[config.mk]
export PLATFORM = sky130hd
export DESIGN_NAME = uart_receiver_flat
export DESIGN_NICKNAME = d
export VERILOG_FILES = /design/src/rtl/uart_receiver_if.sv /design/src/rtl/uart_receiver.sv /design/src/flat_wrapper.sv
export SDC_FILE = /design/constraint.sdc
export NUM_CORES = 1
export LEC_CHECK = 0
export BUFFER_PORTS_ARGS = -buffer_cell sky130_fd_sc_hd__buf_4
export CORE_UTILIZATION = 35
export DETAILED_ROUTE_END_ITERATION = 8
export PLACE_DENSITY = 0.61
export SYNTH_ARGS = -nofsm -noshare
export SYNTH_HDL_FRONTEND = slang
export SYNTH_SLANG_ARGS = --single-unit
[constraint.sdc]
create_clock -name clk -period 1.7 [get_ports clk]
set_input_delay 0.17 -clock clk [delete_from_list [all_inputs] [get_ports clk]]
set_output_delay 0.17 -clock clk [all_outputs]
set_load 0.005 [all_outputs]
[src/rtl/uart_receiver_if.sv]
// -----------------------------------------------------------------------------
// uart_receiver_if
// Byte-side interface of the UART receive stage.
//   data_out        received byte, stable while data_out_valid is high
//   data_out_valid  a byte is waiting in the holding register
//   data_out_ready  consumer accepts the byte when valid&ready at a rising edge
//   framing_error   one-cycle pulse: stop bit sampled low, byte discarded
//   overrun         one-cycle pulse: completed byte dropped, holding register full
// master = the receiver (produces bytes), slave = the consumer (MMIO/FIFO).
// -----------------------------------------------------------------------------
interface uart_receiver_if;
    logic [7:0] data_out;
    logic       data_out_valid;
    logic       data_out_ready;
    logic       framing_error;
    logic       overrun;

    modport master (
        output data_out,
        output data_out_valid,
        output framing_error,
        output overrun,
        input  data_out_ready
    );

    modport slave (
        input  data_out,
        input  data_out_valid,
        input  framing_error,
        input  overrun,
        output data_out_ready
    );
endinterface

[src/rtl/uart_receiver.sv]
// -----------------------------------------------------------------------------
// uart_receiver
// 8N1 UART receive stage. The asynchronous RX line is resynchronised by two
// flops, a falling edge starts a frame, each bit is sampled near its centre and
// the completed byte is parked in a holding register behind a valid/ready pair.
// Ports:
//   clk        system clock, all state on the rising edge
//   rst_n      asynchronous active-low reset
//   serial_in  asynchronous RX line, idle high
//   bus        byte-side interface (master modport): data_out, data_out_valid,
//              data_out_ready, framing_error, overrun
// -----------------------------------------------------------------------------
module uart_receiver #(
    parameter int CLOCK_FREQ = 125_000_000,
    parameter int BAUD_RATE  = 115_200
) (
    input  logic              clk,
    input  logic              rst_n,
    input  logic              serial_in,
    uart_receiver_if.master   bus
);

    localparam int CLOCKS_PER_BIT = CLOCK_FREQ / BAUD_RATE;
    localparam int SAMPLE_POINT   = CLOCKS_PER_BIT / 2;
    localparam int CNT_W          = $clog2(CLOCKS_PER_BIT);

    localparam logic [CNT_W-1:0] CNT_MID  = CNT_W'(SAMPLE_POINT);
    localparam logic [CNT_W-1:0] CNT_LAST = CNT_W'(CLOCKS_PER_BIT - 1);
    localparam logic [CNT_W-1:0] CNT_ZERO = CNT_W'(0);
    localparam logic [CNT_W-1:0] CNT_ONE  = CNT_W'(1);

    typedef enum logic [1:0] {
        ST_IDLE  = 2'd0,
        ST_START = 2'd1,
        ST_DATA  = 2'd2,
        ST_STOP  = 2'd3
    } state_t;

    // Line resynchroniser and edge-detect history
    logic             sync1_r;
    logic             rx_r;
    logic             rx_prev_r;

    // Frame tracking
    state_t           state_r;
    state_t           state_next_s;
    logic [CNT_W-1:0] cnt_r;
    logic [2:0]       bit_idx_r;
    logic [7:0]       shift_r;

    // Registered outputs
    logic [7:0]       data_out_r;
    logic             data_valid_r;
    logic             framing_error_r;
    logic             overrun_r;

    // Per-cycle strobes decoded from the FSM
    logic             fall_edge_s;
    logic             at_mid_s;
    logic             at_last_s;
    logic             start_ok_s;
    logic             data_sample_s;
    logic             frame_done_s;
    logic             frame_err_s;

    assign fall_edge_s = rx_prev_r & ~rx_r;
    assign at_mid_s    = (cnt_r == CNT_MID);
    assign at_last_s   = (cnt_r == CNT_LAST);

    // Two-flop synchroniser plus one flop of history for falling-edge detection
    always_ff @(posedge clk or negedge rst_n) begin
        if (!rst_n) begin
            sync1_r   <= 1'b1;
            rx_r      <= 1'b1;
            rx_prev_r <= 1'b1;
        end else begin
            sync1_r   <= serial_in;
            rx_r      <= sync1_r;
            rx_prev_r <= rx_r;
        end
    end

    // FSM state register
    always_ff @(posedge clk or negedge rst_n) begin
        if (!rst_n) begin
            state_r <= ST_IDLE;
        end else begin
            state_r <= state_next_s;
        end
    end

    // FSM next-state logic; a held-low line never re-arms because only a
    // 1->0 transition leaves IDLE
    always_comb begin
        state_next_s = state_r;
        case (state_r)
            ST_IDLE: begin
                if (fall_edge_s) begin
                    state_next_s = ST_START;
                end else begin
                    state_next_s = ST_IDLE;
                end
            end
            ST_START: begin
                if (at_mid_s) begin
                    // a start bit that is high again at its centre was a glitch
                    state_next_s = rx_r ? ST_IDLE : ST_DATA;
                end else begin
                    state_next_s = ST_START;
                end
            end
            ST_DATA: begin
                if (at_last_s && (bit_idx_r == 3'd7)) begin
                    state_next_s = ST_STOP;
                end else begin
                    state_next_s = ST_DATA;
                end
            end
            ST_STOP: begin
                // leaving at mid-stop-bit leaves half a bit to catch the next start edge
                if (at_last_s) begin
                    state_next_s = ST_IDLE;
                end else begin
                    state_next_s = ST_STOP;
                end
            end
            default: begin
                state_next_s = ST_IDLE;
            end
        endcase
    end

    // FSM output decode: sampling strobes for the datapath
    always_comb begin
        start_ok_s    = 1'b0;
        data_sample_s = 1'b0;
        frame_done_s  = 1'b0;
        frame_err_s   = 1'b0;
        case (state_r)
            ST_IDLE: begin
                start_ok_s = 1'b0;
            end
            ST_START: begin
                if (at_mid_s && !rx_r) begin
                    start_ok_s = 1'b1;
                end else begin
                    start_ok_s = 1'b0;
                end
            end
            ST_DATA: begin
                if (at_last_s) begin
                    data_sample_s = 1'b1;
                end else begin
                    data_sample_s = 1'b0;
                end
            end
            ST_STOP: begin
                if (at_last_s) begin
                    frame_done_s = rx_r;
                    frame_err_s  = ~rx_r;
                end else begin
                    frame_done_s = 1'b0;
                    frame_err_s  = 1'b0;
                end
            end
            default: begin
                start_ok_s = 1'b0;
            end
        endcase
    end

    // Bit timer: cleared on every state change and on every data sample
    always_ff @(posedge clk or negedge rst_n) begin
        if (!rst_n) begin
            cnt_r <= CNT_ZERO;
        end else if ((state_next_s != state_r) || data_sample_s || (state_r == ST_IDLE)) begin
            cnt_r <= CNT_ZERO;
        end else begin
            cnt_r <= cnt_r + CNT_ONE;
        end
    end

    // Bit index and LSB-first shift register
    always_ff @(posedge clk or negedge rst_n) begin
        if (!rst_n) begin
            bit_idx_r <= 3'd0;
            shift_r   <= 8'h00;
        end else if (start_ok_s) begin
            bit_idx_r <= 3'd0;
        end else if (data_sample_s) begin
            shift_r[bit_idx_r] <= rx_r;
            bit_idx_r          <= bit_idx_r + 3'd1;
        end else begin
            bit_idx_r <= bit_idx_r;
        end
    end

    // Holding register, handshake and error pulses; a completion in the same
    // cycle as a handshake replaces the consumed byte instead of dropping it
    always_ff @(posedge clk or negedge rst_n) begin
        if (!rst_n) begin
            data_out_r      <= 8'h00;
            data_valid_r    <= 1'b0;
            framing_error_r <= 1'b0;
            overrun_r       <= 1'b0;
        end else begin
            framing_error_r <= frame_err_s;
            overrun_r       <= 1'b0;
            if (frame_done_s) begin
                if (!data_valid_r || bus.data_out_ready) begin
                    data_out_r   <= shift_r;
                    data_valid_r <= 1'b1;
                end else begin
                    overrun_r <= 1'b1;
                end
            end else if (data_valid_r && bus.data_out_ready) begin
                data_valid_r <= 1'b0;
            end else begin
                data_valid_r <= data_valid_r;
            end
        end
    end

    assign bus.data_out       = data_out_r;
    assign bus.data_out_valid = data_valid_r;
    assign bus.framing_error  = framing_error_r;
    assign bus.overrun        = overrun_r;

endmodule

[src/flat_wrapper.sv]
// flat-port wrapper written by rule: the top's interface ports become plain ports
module uart_receiver_flat 
#(
    parameter int CLOCK_FREQ = 125_000_000,
    parameter int BAUD_RATE  = 115_200
)
  (clk, rst_n, serial_in, bus_data_out, bus_data_out_valid, bus_framing_error, bus_overrun, bus_data_out_ready);
  uart_receiver_if bus_i ();
  input  logic clk;
  input  logic rst_n;
  input  logic serial_in;
  output wire logic [$bits(bus_i.data_out)-1:0] bus_data_out;
  output wire logic [$bits(bus_i.data_out_valid)-1:0] bus_data_out_valid;
  output wire logic [$bits(bus_i.framing_error)-1:0] bus_framing_error;
  output wire logic [$bits(bus_i.overrun)-1:0] bus_overrun;
  input wire logic [$bits(bus_i.data_out_ready)-1:0] bus_data_out_ready;
  assign bus_data_out = bus_i.data_out;
  assign bus_data_out_valid = bus_i.data_out_valid;
  assign bus_framing_error = bus_i.framing_error;
  assign bus_overrun = bus_i.overrun;
  assign bus_i.data_out_ready = bus_data_out_ready;
  uart_receiver #(.CLOCK_FREQ(CLOCK_FREQ), .BAUD_RATE(BAUD_RATE)) u_core (.clk(clk), .rst_n(rst_n), .serial_in(serial_in), .bus(bus_i));
endmodule
==> impl_metrics.tcl, run 1 <==
set metrics [dict create \
    status "finished, violations left" \
    violations "setup timing" \
    fillCellCount 449 \
    wl_per_cell_um 13.61 \
    endpoint_kind "flip-flop" \
    seq_area_um2 954.7 \
    slew_violations 0 \
    clock-sinks 38 \
    tightest_slew_ns 0.4699 \
    viasPerCell 4.961 \
    synth_compound_area_share_pct 3.179 \
    rrSetupSlack_ns -0.02 \
    max-vdd-ir-drop_mv 0.8510 \
    vias 1285 \
    postPlaceCellArea_um2 2074 \
    synth_area_leader_cell "dfrtp_1" \
    crit_path_start_kind "flip-flop" \
    grt_usage_pct 15.30 \
    syn_avg_cell_area_um2 11.83 \
    slew_headroom_pct 68.67 \
    cts_tree "built" \
    skew_ns 0.007038 \
    cts_max_level 2 \
    diodes 0 \
    holdCritStartpoint "bus_data_out_ready" \
    start_util_pct 37.34 \
    fin_crit_sh_pct 101.5 \
    synth-simple-area-share_pct 22.74 \
    setup_ws_ns -0.02485 \
    synth_area_leaders "dfrtp_1, mux2_2, dfstp_2" \
    grt_max_degree 39 \
    max_cap_violations 0 \
    final_core_util_pct 46.94 \
    critPathRequiredTime_ns 1.87 \
    synth_mux_area_share_pct 9.952 \
    gr-total-overflow 0 \
    r2r_end "u_core.bit_idx_r[0]$_DFFE_PN0P_" \
    mappedNetlistNets 162 \
    core_area_um2 4848 \
    drt_iter0_drc 61 \
    io_buffer_count 14 \
    synth_edf_count 0 \
    fp.dieW_um 73.92 \
    synth_top_family_by_area "simple AND/OR/NAND/NOR gates" \
    cts.clk_slew.worst_paths_ns 0.07 \
    yosys_most_used_dff "dfrtp_1" \
    dieArea_um2 5464 \
    slowest_stage "or4_1" \
    ys_async_sr_fraction_pct 100.0 \
    dr.pass1.iters 3 \
    numCtsBuffers 5 \
    rows 25 \
    syn_to_final_growth_pct 25.71 \
    synth_seq_cells 38 \
    clockBufferDepth 2 \
    layout_min_cycle_time_ns 1.725 \
    yosysWarnings 0 \
    synth-xor-area-share_pct 4.838 \
    grt_pass1_vias 1369 \
    max_stage_delay_ns 0.57 \
    maxClockFrequency_mhz 579.8 \
    drc_errors 0 \
    ys_types 33 \
    nNetsFinal 201 \
    synth_top_cell_area_share_pct 48.38 \
    finalSetupViolations 18 \
    tns_ns -0.3021 \
    fp.dieH_um 73.92 \
    total_power_mw 2.160 \
    gp_congestion 0.8630 \
    path_class "flip-flop to flip-flop" \
    min_path_cells 3 \
    synth_area_um2 1810 \
    grt_pass1_wl_mm 6.182 \
    path_max_fanout 4 \
    ios 15 \
    p_leak_nw 1.046 \
    wirelength_mm 3.526 \
    rsz0062_at_grt "yes" \
    r2r_cells 6 \
    p_per_area_nw_per_um2 949.2 \
    synth_fa_ha_area_share_pct 3.455 \
    clock_latency_ns 0.29 \
    hold_violations 0 \
    ys_seq_area_share_pct 52.73 \
    critPathArrivalTime_ns 1.89 \
    hpwl_mm 2.519 \
    syn_inst 153 \
    reg2reg_from "u_core.cnt_r[0]$_DFF_PN0_" \
    multiInputGateArea_um2 849.6 \
    worstHoldPathType "input port to flip-flop" \
    crit_chain "inv_2 -> ha_1 -> nand3b_1 -> or4_1 -> xnor2_1 -> nor2b_1" \
    drive_above_1_share_pct 39.58 \
    final_area_um2 2276 \
    antenna_found_initial 0 \
    final_antenna_net_count 0 \
    cts_root_buf "clkbuf_8" \
    min_to "u_core.bus.overrun$_DFF_PN0_" \
    dp_slack_ns -0.1897 \
]
## critical path, delay by kind of cell, from the launching register on
kind / cells / cell delay [ns]
buffers and inverters: 1 / 0.06
flip-flops: 1 / 0.40
adder cells (fa/ha/maj): 1 / 0.13
AND/OR/NAND/NOR: 3 / 0.86
XOR/XNOR: 1 / 0.15
## power by group
group          total (mW)  internal [mW]  switching (mW)
registers            1.07          0.993          0.0749
clock network       0.571          0.275           0.296
logic               0.521          0.257           0.264
## registers in the layout (all words and copies together) (netlist names), 2 cells and up
signal               count
u_core.state_r           2
u_core.bit_idx_r         3
u_core.cnt_r            11
u_core.bus.data_out      8
u_core.shift_r           8
## cell type report
type                       count  area share (%)
inverter                       5          0.8246
clock buffer                   5           3.024
clock inverter                 2          0.4398
timing repair buffer          37           12.75
multi-input combinational    105           37.33
sequential                    38           41.95
tap                           67           3.683
## routing by layer
| metal | part of all wire (%) | track usage, % | vias to the layer above | wire length (um) |
|---|---|---|---|---|
| li1 | - | - | 610 | - |
| met1 | 42 | 16.61 | 641 | 1492 |
| met2 | 52 | 27.07 | 22 | 1838 |
| met3 | 3.0 | 4.390 | 12 | 105 |
| met4 | 2.5 | 7.692 | 0 | 89 |
| met5 | 0 | 0 | - | 0 |
## cell usage in the layout (no fill, tap or decap), types with 5 or more instances in the layout
master and count:
buf_4 33, clkbuf_8 5, dfrtp_1 35, mux2_2 16, nand2_1 8, nand3_1 6
nand4_1 5, nand4b_1 6, nor2_1 14, nor2b_1 7, xnor2_1 9
## metrics by stage
stage / hold WS (ns) / cells
final: 0.2056 / 259
after global routing: 0.2115 / 259
after detailed placement: 0.1655 / 243
after CTS: 0.1889 / 256
after floorplan: -0.1256 / 153
after global placement: 0.1548 / 243
## worst max-delay path by stage
stage                              startpoint                                 end  slack (ns)
floorplan           u_core.cnt_r[0]$_DFF_PN0_          u_core.cnt_r[10]$_DFF_PN0_       0.005
global placement    u_core.cnt_r[7]$_DFF_PN0_       u_core.shift_r[5]$_DFFE_PN0P_       -0.14
detailed placement  u_core.cnt_r[7]$_DFF_PN0_       u_core.shift_r[5]$_DFFE_PN0P_       -0.19
CTS                 u_core.cnt_r[0]$_DFF_PN0_       u_core.shift_r[5]$_DFFE_PN0P_       -0.16
global route        u_core.cnt_r[0]$_DFF_PN0_  u_core.bus.data_out[4]$_DFFE_PN0P_       -0.15
finish              u_core.cnt_r[0]$_DFF_PN0_     u_core.bit_idx_r[0]$_DFFE_PN0P_       -0.02
## synthesized netlist by cell type, types with 3 or more instances
cell type / number
dfstp_2: 3
nand2_1: 8
ha_1: 5
inv_1: 5
nand3_1: 6
nor2b_1: 7
mux2_2: 16
xnor2_1: 9
nand4b_1: 6
dfrtp_1: 35
nor3_1: 4
nor2_1: 16
nand4_1: 5
clkbuf_1: 3
## what timing repair did
item / 4_1_cts / 5_1_grt
gates cloned: 1 / 0
pin swaps: 10 / 3
endpoints found under the hold margin: 36 / 0
hold buffers: 2 / 0
resized for setup: 4 / 8
setup endpoints to repair: 29 / 31
setup buffers: 3 / 3
## cell families (layout without fill, tap and decap cells)
kind of cell	after synthesis	in the layout
fa+ha+maj	5	5
compound gates	7	8
mux	16	16
flops	38	38
simple gates	66	66
buf+inv	11	49
xor+xnor	10	10
Note: power is estimated with default switching activity, not from simulation.
==> run 2: changes to the inputs <==
--- a/config.mk
+++ b/config.mk
@@ -5,9 +5,11 @@
 export SDC_FILE = /design/constraint.sdc
 export NUM_CORES = 1
 export LEC_CHECK = 0
+export ABC_AREA = 1
 export BUFFER_PORTS_ARGS = -buffer_cell sky130_fd_sc_hd__buf_4
 export CORE_UTILIZATION = 35
 export DETAILED_ROUTE_END_ITERATION = 8
+export GPL_TIMING_DRIVEN = 0
 export PLACE_DENSITY = 0.61
 export SYNTH_ARGS = -nofsm -noshare
 export SYNTH_HDL_FRONTEND = slang
==> impl_metrics.tcl, run 2 <==
set metrics [dict create \
    fp.dieW_um 76.42 \
    slew_headroom_pct 66.05 \
    syn_inst 215 \
    ys_types 26 \
    ys_seq_area_share_pct 49.26 \
    slew_violations 0 \
    diodes 0 \
    worstHoldPathType "input port to flip-flop" \
    max_cap_violations 0 \
    nNetsFinal 255 \
    p_leak_nw 1.131 \
    antenna_found_initial 0 \
    numCtsBuffers 5 \
    final_core_util_pct 46.25 \
    tns_ns 0 \
    fillCellCount 510 \
    yosys_most_used_dff "dfrtp_1" \
    synth_area_leader_cell "dfrtp_1" \
    synthTopCellsByCount "nand2_1, dfrtp_1, inv_1, nor2_1" \
    fin_crit_sh_pct 97.85 \
    clock_latency_ns 0.29 \
    crit_path_start_kind "flip-flop" \
    r2r_cells 10 \
    endpoint_kind "flip-flop" \
    mappedNetlistNets 224 \
    ys_async_sr_fraction_pct 100.0 \
    cts_max_level 2 \
    maxClockFrequency_mhz 601.2 \
    synth_area_um2 1938 \
    drc_errors 0 \
    grt_max_degree 39 \
    core_area_um2 5205 \
    synth.most_common_cell "nand2_1" \
    ios 15 \
    synth_seq_cells 38 \
    synth_top_cell_area_share_pct 45.19 \
    grt_use_met3_pct 3.952 \
    mostFrequentLayoutCell "dfrtp_1" \
    finalSetupViolations 0 \
    rsz0062_at_grt "yes" \
    fp.dieH_um 76.42 \
    drive_above_1_share_pct 35.63 \
    r2r_end "u_core.cnt_r[6]$_DFF_PN0_" \
    hold_violations 0 \
    gr-total-overflow 0 \
    holdCritStartpoint "bus_data_out_ready" \
    layout_min_cycle_time_ns 1.663 \
    grt_busiest_layer "met2" \
    vias 1401 \
    synth_area_leaders "dfrtp_1, nand2_1, inv_1" \
    seq_area_um2 954.7 \
    dieArea_um2 5839 \
    synth_edf_count 0 \
    grt_usage_pct 13.22 \
    status "completed" \
    layout_common_cells "dfrtp_1, inv_1, nand2_1, buf_4, nor2_1" \
    largest_register "u_core.cnt_r" \
    start_util_pct 37.24 \
    grt_pass1_wl_mm 5.989 \
    path_max_fanout 5 \
    rows 26 \
    syn_avg_cell_area_um2 9.014 \
    max-vdd-ir-drop_mv 0.3438 \
    drt_iter0_drc 107 \
    min_path_cells 4 \
    skew_ns 0.007935 \
    syn_to_final_growth_pct 24.21 \
    critPathRequiredTime_ns 1.88 \
    cts_tree "built" \
    wirelength_mm 3.495 \
    critPathArrivalTime_ns 1.85 \
    wl_per_cell_um 11.03 \
    clock-sinks 38 \
    grtUsageMet2_pct 19.46 \
    multiInputGateArea_um2 902.1 \
    cts_root_buf "clkbuf_8" \
    cts.clk_slew.worst_paths_ns 0.07 \
    io_buffer_count 14 \
    hpwl_mm 2.396 \
    viasPerCell 4.420 \
    final_antenna_net_count 0 \
    p_per_area_nw_per_um2 959.2 \
    clockBufferDepth 2 \
    tightest_slew_ns 0.5093 \
    yosysWarnings 0 \
    reg2reg_from "u_core.cnt_r[0]$_DFF_PN0_" \
    dr.pass1.iters 4 \
    fin_hold_ws_ns 0.2434 \
    rrSetupSlack_ns 0.04 \
    path_class "flip-flop to flip-flop" \
    met1_usage_pct 17.64 \
    gp_congestion 0.8074 \
    min_to "u_core.bus.overrun$_DFF_PN0_" \
    grt_pass1_vias 1308 \
    largest_reg_flops 11 \
]
[run 2: cell count changes after synthesis, sizes merged, moves of 11 or more]
cell   delta
nand2    +32
o21ai    +11
nor2     +20
mux2     -16
inv      +31
[run 2: layer usage]
layer	vias up	part of all wire, %	wire (um)
li1	735	-	-
met1	642	51	1771
met2	19	44	1533
met3	5	3.1	108
met4	0	2.3	81
met5	-	0	0
[run 2: power by group]
| group | leakage (nW) | internal (mW) | switching, mW |
|---|---|---|---|
| clock network | 0.0472 | 0.326 | 0.326 |
| registers | 0.502 | 0.991 | 0.107 |
| logic | 0.582 | 0.244 | 0.314 |
| total | 1.13 | 1.56 | 0.748 |
[run 2: kinds of logic after synthesis]
group | share of synthesized area, %
DFF | 49.26
xor gates and xnor gates | 4.067
AOI/OAI and AO/OA | 7.618
adders and majority gates | 3.228
buffers and inverters | 8.328
and+or+nand+nor | 27.50
[run 2: cell type report]
| type | instances | area share [%] |
|---|---|---|
| flip-flops and latches | 38 | 39.66 |
| multi-input cells | 138 | 37.47 |
| repair buffers | 24 | 8.420 |
| inverters | 36 | 5.613 |
| well taps | 70 | 3.638 |
| clock buffers | 6 | 3.430 |
| plain buffers | 3 | 1.247 |
| clock inverters | 2 | 0.5198 |
[run 2: per-stage QoR]
| step | setup WS, ns | instance area (um^2) | instances | total power, mW |
|---|---|---|---|---|
| floorplan | 0.06320 | 1938 | 215 | 1.476 |
| global placement | -0.1297 | 2131 | 299 | 1.566 |
| detailed placement | -0.1366 | 2131 | 299 | 1.577 |
| CTS | 0.001290 | 2301 | 314 | 2.301 |
| global route | -0.07986 | 2407 | 317 | 2.449 |
| finish | 0.03660 | 2407 | 317 | 2.309 |
[run 2: worst max path at each step]
stage / start / end / cells after the start
6_report: u_core.cnt_r[0]$_DFF_PN0_ / u_core.cnt_r[6]$_DFF_PN0_ / 10
5_1_grt: u_core.cnt_r[0]$_DFF_PN0_ / u_core.cnt_r[4]$_DFF_PN0_ / 10
4_1_cts: u_core.cnt_r[0]$_DFF_PN0_ / u_core.shift_r[5]$_DFFE_PN0P_ / 11
3_5_place_dp: u_core.cnt_r[0]$_DFF_PN0_ / u_core.bus.data_out[5]$_DFFE_PN0P_ / 10
3_3_place_gp: u_core.cnt_r[0]$_DFF_PN0_ / u_core.bus.data_out[5]$_DFFE_PN0P_ / 10
2_1_floorplan: u_core.cnt_r[0]$_DFF_PN0_ / u_core.bus.data_out[5]$_DFFE_PN0P_ / 10
[run 2: critical path, cell delays in order (launching register included)]
cell       delay [ns]
dfrtp_1          0.40
inv_2            0.10
ha_4             0.15
nand2_4          0.05
nor2_4           0.11
nand3_1          0.11
o21ai_0          0.20
inv_1            0.11
nand3_4          0.13
clkbuf_16        0.16
nor2_2           0.03
[run 2: repair_timing]
item / 4_1_cts / 5_1_grt
gates resized for setup: 6 / 18
endpoints found under the setup margin: 26 / 25
hold endpoints to repair: 36 / 0
pin swaps: 4 / 3
cloned: 0 / 1
hold buffers: 2 / 0
buffers inserted: 5 / 2
